==> config.mk <==
export PLATFORM = sky130hd
export DESIGN_NAME = cond_issue_controller_flat
export DESIGN_NICKNAME = d
export VERILOG_FILES = /design/src/rtl/cond_issue_controller_if.sv /design/src/rtl/cond_issue_controller.sv /design/src/flat_wrapper.sv
export SDC_FILE = /design/constraint.sdc
export NUM_CORES = 1
export LEC_CHECK = 0
export BUFFER_PORTS_ARGS = -buffer_cell sky130_fd_sc_hd__buf_4
export CAP_MARGIN = 20
export CORE_MARGIN = 3
export CORE_UTILIZATION = 41
export CTS_CLUSTER_DIAMETER = 60
export DETAILED_ROUTE_END_ITERATION = 8
export SLEW_MARGIN = 20
export SYNTH_ARGS = -nofsm -noshare
export SYNTH_HDL_FRONTEND = slang
export SYNTH_SLANG_ARGS = --single-unit
==> constraint.sdc <==
create_clock -name clk -period 3 [get_ports clk]
set_input_delay 0.15 -clock clk [delete_from_list [all_inputs] [get_ports clk]]
set_output_delay 0.15 -clock clk [all_outputs]
set_load 0.1 [all_outputs]
==> src/rtl/cond_issue_controller_if.sv <==
// Valid/ready instruction channel shared by the fetch-side and execute-side
// links of the conditional issue controller.
interface cond_issue_controller_if #(
    parameter int INSTR_W = 32
);
    logic               valid;
    logic               ready;
    logic [INSTR_W-1:0] instr;

    modport master (output valid, output instr, input ready);
    modport slave  (input valid, input instr, output ready);
endinterface

==> src/rtl/cond_issue_controller.sv <==
// Single-slot issue controller: holds one fetched ARM instruction, stalls on
// pending NZCV writes, then issues, skips (counted) or traps it by cond[31:28].
module cond_issue_controller #(
    parameter int INSTR_W = 32,
    parameter int CNT_W   = 16
) (
    input  logic                    clk,
    input  logic                    reset,
    cond_issue_controller_if.slave  fetch,
    cond_issue_controller_if.master issue,
    input  logic [3:0]              flags_nzcv,
    input  logic                    flags_busy,
    input  logic                    flush,
    output logic                    skip_pulse,
    output logic [CNT_W-1:0]        skip_count,
    output logic                    undef_pulse,
    input  logic                    trap_ack
);

    localparam logic [1:0] ST_EMPTY = 2'd0;
    localparam logic [1:0] ST_HELD  = 2'd1;
    localparam logic [1:0] ST_ISSUE = 2'd2;
    localparam logic [1:0] ST_TRAP  = 2'd3;

    localparam logic [CNT_W-1:0] CNT_ONE = {{(CNT_W-1){1'b0}}, 1'b1};
    localparam logic [CNT_W-1:0] CNT_MAX = {CNT_W{1'b1}};

    logic [1:0]         state_r;
    logic [1:0]         state_nxt_s;
    logic [INSTR_W-1:0] held_r;
    logic [INSTR_W-1:0] issue_instr_r;
    logic               issue_valid_r;
    logic               skip_pulse_r;
    logic               undef_pulse_r;
    logic [CNT_W-1:0]   skip_count_r;

    logic [3:0]         cond_s;
    logic               accept_s;
    logic               evaluate_s;
    logic               pass_s;
    logic               skip_s;
    logic               trap_s;

    // ARM condition-code evaluation against {N,Z,C,V}; 0xF never passes.
    function automatic logic cond_pass(input logic [3:0] cond, input logic [3:0] nzcv);
        logic n;
        logic z;
        logic c;
        logic v;
        n = nzcv[3];
        z = nzcv[2];
        c = nzcv[1];
        v = nzcv[0];
        case (cond)
            4'h0:    cond_pass = z;
            4'h1:    cond_pass = ~z;
            4'h2:    cond_pass = c;
            4'h3:    cond_pass = ~c;
            4'h4:    cond_pass = n;
            4'h5:    cond_pass = ~n;
            4'h6:    cond_pass = v;
            4'h7:    cond_pass = ~v;
            4'h8:    cond_pass = c & ~z;
            4'h9:    cond_pass = ~c | z;
            4'hA:    cond_pass = (n == v);
            4'hB:    cond_pass = (n != v);
            4'hC:    cond_pass = ~z & (n == v);
            4'hD:    cond_pass = z | (n != v);
            4'hE:    cond_pass = 1'b1;
            default: cond_pass = 1'b0;
        endcase
    endfunction

    assign cond_s      = held_r[31:28];
    assign fetch.ready = (state_r == ST_EMPTY) & ~flush & ~reset;
    assign issue.valid = issue_valid_r;
    assign issue.instr = issue_instr_r;
    assign skip_pulse  = skip_pulse_r;
    assign skip_count  = skip_count_r;
    assign undef_pulse = undef_pulse_r;

    // Decode this cycle's events; flush masks every outcome of the held slot.
    always_comb begin
        accept_s   = (state_r == ST_EMPTY) & fetch.valid & ~flush;
        evaluate_s = (state_r == ST_HELD) & ~flags_busy & ~flush;
        trap_s     = evaluate_s & (cond_s == 4'hF);
        pass_s     = evaluate_s & (cond_s != 4'hF) & cond_pass(cond_s, flags_nzcv);
        skip_s     = evaluate_s & (cond_s != 4'hF) & ~cond_pass(cond_s, flags_nzcv);
    end

    // Next-state selection with flush taking priority over every state.
    always_comb begin
        state_nxt_s = state_r;
        if (flush) begin
            state_nxt_s = ST_EMPTY;
        end else begin
            case (state_r)
                ST_EMPTY: begin
                    if (fetch.valid) state_nxt_s = ST_HELD;
                    else             state_nxt_s = ST_EMPTY;
                end
                ST_HELD: begin
                    if (flags_busy)    state_nxt_s = ST_HELD;
                    else if (trap_s)   state_nxt_s = ST_TRAP;
                    else if (pass_s)   state_nxt_s = ST_ISSUE;
                    else               state_nxt_s = ST_EMPTY;
                end
                ST_ISSUE: begin
                    if (issue.ready) state_nxt_s = ST_EMPTY;
                    else             state_nxt_s = ST_ISSUE;
                end
                ST_TRAP: begin
                    if (trap_ack) state_nxt_s = ST_EMPTY;
                    else          state_nxt_s = ST_TRAP;
                end
                default: state_nxt_s = ST_EMPTY;
            endcase
        end
    end

    // State, holding register and issue outputs.
    always_ff @(posedge clk or posedge reset) begin
        if (reset) begin
            state_r       <= ST_EMPTY;
            held_r        <= {INSTR_W{1'b0}};
            issue_instr_r <= {INSTR_W{1'b0}};
            issue_valid_r <= 1'b0;
        end else begin
            state_r       <= state_nxt_s;
            issue_valid_r <= (state_nxt_s == ST_ISSUE);
            if (accept_s) begin
                held_r <= fetch.instr;
            end
            if (pass_s) begin
                issue_instr_r <= held_r;
            end
        end
    end

    // Outcome pulses and the saturating skip counter.
    always_ff @(posedge clk or posedge reset) begin
        if (reset) begin
            skip_pulse_r  <= 1'b0;
            undef_pulse_r <= 1'b0;
            skip_count_r  <= {CNT_W{1'b0}};
        end else begin
            skip_pulse_r  <= skip_s;
            undef_pulse_r <= trap_s;
            if (skip_s && (skip_count_r != CNT_MAX)) begin
                skip_count_r <= skip_count_r + CNT_ONE;
            end
        end
    end

endmodule

==> src/flat_wrapper.sv <==
// flat-port wrapper written by rule: the top's interface ports become plain ports
module cond_issue_controller_flat 
#(
    parameter int INSTR_W = 32,
    parameter int CNT_W   = 16
)
  (clk, reset, flags_nzcv, flags_busy, flush, skip_pulse, skip_count, undef_pulse, trap_ack, fetch_valid, fetch_instr, fetch_ready, issue_valid, issue_instr, issue_ready);
  cond_issue_controller_if #(.INSTR_W(INSTR_W)) fetch_i ();
  cond_issue_controller_if #(.INSTR_W(INSTR_W)) issue_i ();
  input  logic clk;
  input  logic reset;
  input  logic [3:0] flags_nzcv;
  input  logic flags_busy;
  input  logic flush;
  output logic skip_pulse;
  output logic [CNT_W-1:0] skip_count;
  output logic undef_pulse;
  input  logic trap_ack;
  input wire logic [$bits(fetch_i.valid)-1:0] fetch_valid;
  input wire logic [$bits(fetch_i.instr)-1:0] fetch_instr;
  output wire logic [$bits(fetch_i.ready)-1:0] fetch_ready;
  output wire logic [$bits(issue_i.valid)-1:0] issue_valid;
  output wire logic [$bits(issue_i.instr)-1:0] issue_instr;
  input wire logic [$bits(issue_i.ready)-1:0] issue_ready;
  assign fetch_i.valid = fetch_valid;
  assign fetch_i.instr = fetch_instr;
  assign fetch_ready = fetch_i.ready;
  assign issue_valid = issue_i.valid;
  assign issue_instr = issue_i.instr;
  assign issue_i.ready = issue_ready;
  cond_issue_controller #(.INSTR_W(INSTR_W), .CNT_W(CNT_W)) u_core (.clk(clk), .reset(reset), .fetch(fetch_i), .issue(issue_i), .flags_nzcv(flags_nzcv), .flags_busy(flags_busy), .flush(flush), .skip_pulse(skip_pulse), .skip_count(skip_count), .undef_pulse(undef_pulse), .trap_ack(trap_ack));
endmodule
==> metrics.txt <==
total core area=0.00838 mm2; peak fanout along the critical path=33; number of nets in the layout=400; IO Port Bufs=94; RePlAce Congestion=0.754; share of cells above drive strength 1=0.526; Clock Sinks=85; biggest area consumer among synthesized cells=dfrtp_1; mapped cell area=0.00361 mm2; Max Root-Sink Buffers=2; Worst R2R Start=u_core.held_r[29]; Crit. End Element=flop; Setup-failing EPs final=0; commonest non-fill, non-tap cells in the layout=buf_4, dfrtp_1, mux2_2; TNS Setup=0 ns; flops & latches, synth=85; Least-Margin Pin Slew=0.640 ns; initial antenna violation count=0; hold depth=2; Final min period=2.33 ns; first-pass GRT wire length=12300 um; clock skew=0.0132 ns; Slew Limit Headroom=0.570; Worst Hold End=u_core.held_r[23]; Overall Global Routing Usage=0.157; full die area=roughly 0.010 mm2; post_cts resized=0; cts bufs inserted=9; H-tree depth=3; DR WL/cell=around 16 um; drt pass-1 iters=4; RSZ-0062 raised after global routing=no; Synthesized Nets=approximately 300; WP data arrival=around 2.6 ns; Via Count=2352; largest net degree at the start of global routing=65; Fin. Hold Viols=0; Worst R2R End=u_core.issue.instr[19]; Lkg Pwr=2.18 nW; maxcap violations=0; HPWL Detailed=5100 um; r2r setup slk=between 0.6 and 0.7 ns; Die W=99.8 um; syn avg cell area=14.3 um2; Max VDD drop=between 0.0008 and 0.0009 V; initial drt markers=65; clk_lat worst skew=0.35 ns; WP data required=3.23 ns; pwr dens=between 1000 and 1500 mW/mm2; DRC viols=0; ranking of synthesized cells by area=dfrtp_1, mux2_2, xnor2_1, nand4_1, nand2_1; Hold Path Class=primary input to flop; Syn-to-layout area delta=30.7%; starting density of the core=0.431; postcts setup bufs=0; clk slew on worst S/H paths=0.10 ns; WL final=about 7200 um; crit share post-route=0.777; Worst Reg-to-Reg Cells=6; synthesized instance count=253; hold buffers post-CTS=2; CP Launch Type=flop; grt total ovfl=0; Setup CP Type=flop to flop; Seq/Total Area, Yosys=0.589; Final Slew Violations=0; hold_sp=fetch_instr[23]; commonest non-fill, non-tap cell in the layout=buf_4; I/O Pins=95; Antenna Cells=0; area share of the largest cell type after synthesis=0.589; Via-to-Cell Ratio=5.05; Max Clock Freq=around 430 MHz; Final ANT Viol Nets=0; Root Buffer=clkbuf_8; vias in the first global route=2483; row count=33; synth warn=0; status=finished clean; CTS tree=yes; count of different cell masters after synthesis=41; hold slack=0.0193 ns; Die Y=about 100 um
-- logic make-up after synthesis --
family | Yosys count | share of synthesized area
multiplexers | 69 | 0.218
buffers and inverters | 14 | 0.0236
adder cells (fa/ha/maj) | 1 | 0.00346
XOR/XNOR | 16 | 0.0388
flip-flops | 85 | 0.589
AND/OR/NAND/NOR | 60 | 0.108
AO/OA/AOI/OAI | 8 | 0.0184
-- layer usage --
metal | part of all wire | track usage | vias to the layer above
met2 | 0.49 | 0.258 | 58
met5 | 0 | 0 | -
met1 | 0.42 | 0.194 | 1169
li1 | - | - | 1118
met3 | 0.073 | 0.0618 | 7
met4 | 0.010 | 0.0410 | 0
-- power by group --
group          total [mW]  internal [mW]  switching [mW]
Sequential           1.65           1.45           0.203
Combinational        2.53          0.595            1.93
Clock               0.914          0.500           0.413
-- through the flow --
step           instances  total power, mW  cell area [um2]  worst slack, ns  utilization
4_1_cts              464             5.14             4700            0.661        0.561
5_1_grt              466             5.31             4720            0.512        0.563
3_3_place_gp         446             4.19             4450            0.692        0.531
3_5_place_dp         446             4.21             4450            0.670        0.531
2_1_floorplan        253             3.67             3620            0.491            -
6_report             466             5.09             4720            0.669        0.563
-- cells in the mapped netlist --
cell type  number
nand4b_1        1
mux2_4          1
nor2b_1         1
nand4_1        10
dfrtp_1        85
nor3_1          4
buf_4           2
nand3b_1        1
a31oi_4         1
nand2b_1        1
or4b_4          1
ha_1            1
or4_1           2
nor4_4          1
nand3_1         5
nand2_1        10
nor3b_1         2
xor2_1          4
nor4b_2         1
nor4_2          1
and4_2          1
nand3_2         1
buf_6           3
xnor2_1        12
a211oi_1        1
o21ai_0         2
clkbuf_1        3
and4_1          2
o311ai_0        1
mux2_2         64
and3_2          1
and3_1          2
nor4b_1         2
buf_2           2
mux2i_4         1
o2bb2ai_1       1
mux2i_1         3
nor2_1          5
a21oi_1         2
inv_1           4
nor4_1          5
-- layout make-up --
| type | instances | area [um2] |
|---|---|---|
| Fill cell | 722 | 3660 |
| Sequential cell | 85 | 2130 |
| Multi-Input combinational cell | 154 | 1410 |
| Timing Repair Buffer | 102 | 801 |
| Clock buffer | 10 | 138 |
| Tap cell | 105 | 131 |
| Clock inverter | 6 | 93.8 |
| Inverter | 4 | 16.3 |
-- sequential cells by signal, indices dropped and copies added (netlist names) --
signal and flops:
u_core.issue.instr 32, u_core.skip_count 16, u_core.skip_pulse 1, u_core.issue.valid 1, u_core.held_r 32, u_core.state_r 2, u_core.undef_pulse 1
-- critical path, stage by stage (launching register included) --
cell,delay [ns]
dfrtp_1,0.54
mux2_2,0.37
nor4_1,0.35
nor4_4,0.13
a31oi_4,0.22
buf_12,0.22
mux2_2,0.36
-- how the worst max path moves through the flow --
| stage | from | end | slack [ns] | depth (start not counted) |
|---|---|---|---|---|
| global route | u_core.held_r[31] | u_core.skip_count[1] | 0.51 | 6 |
| global placement | u_core.held_r[29] | u_core.issue.instr[23] | 0.69 | 6 |
| floorplan | u_core.skip_count[2] | u_core.skip_count[4] | 0.49 | 6 |
| CTS | u_core.held_r[29] | u_core.issue.instr[27] | 0.66 | 6 |
| detailed placement | u_core.held_r[29] | u_core.issue.instr[17] | 0.67 | 6 |
| finish | u_core.held_r[29] | u_core.issue.instr[19] | 0.67 | 6 |
No activity file was read; power rests on OpenSTA's default activity.
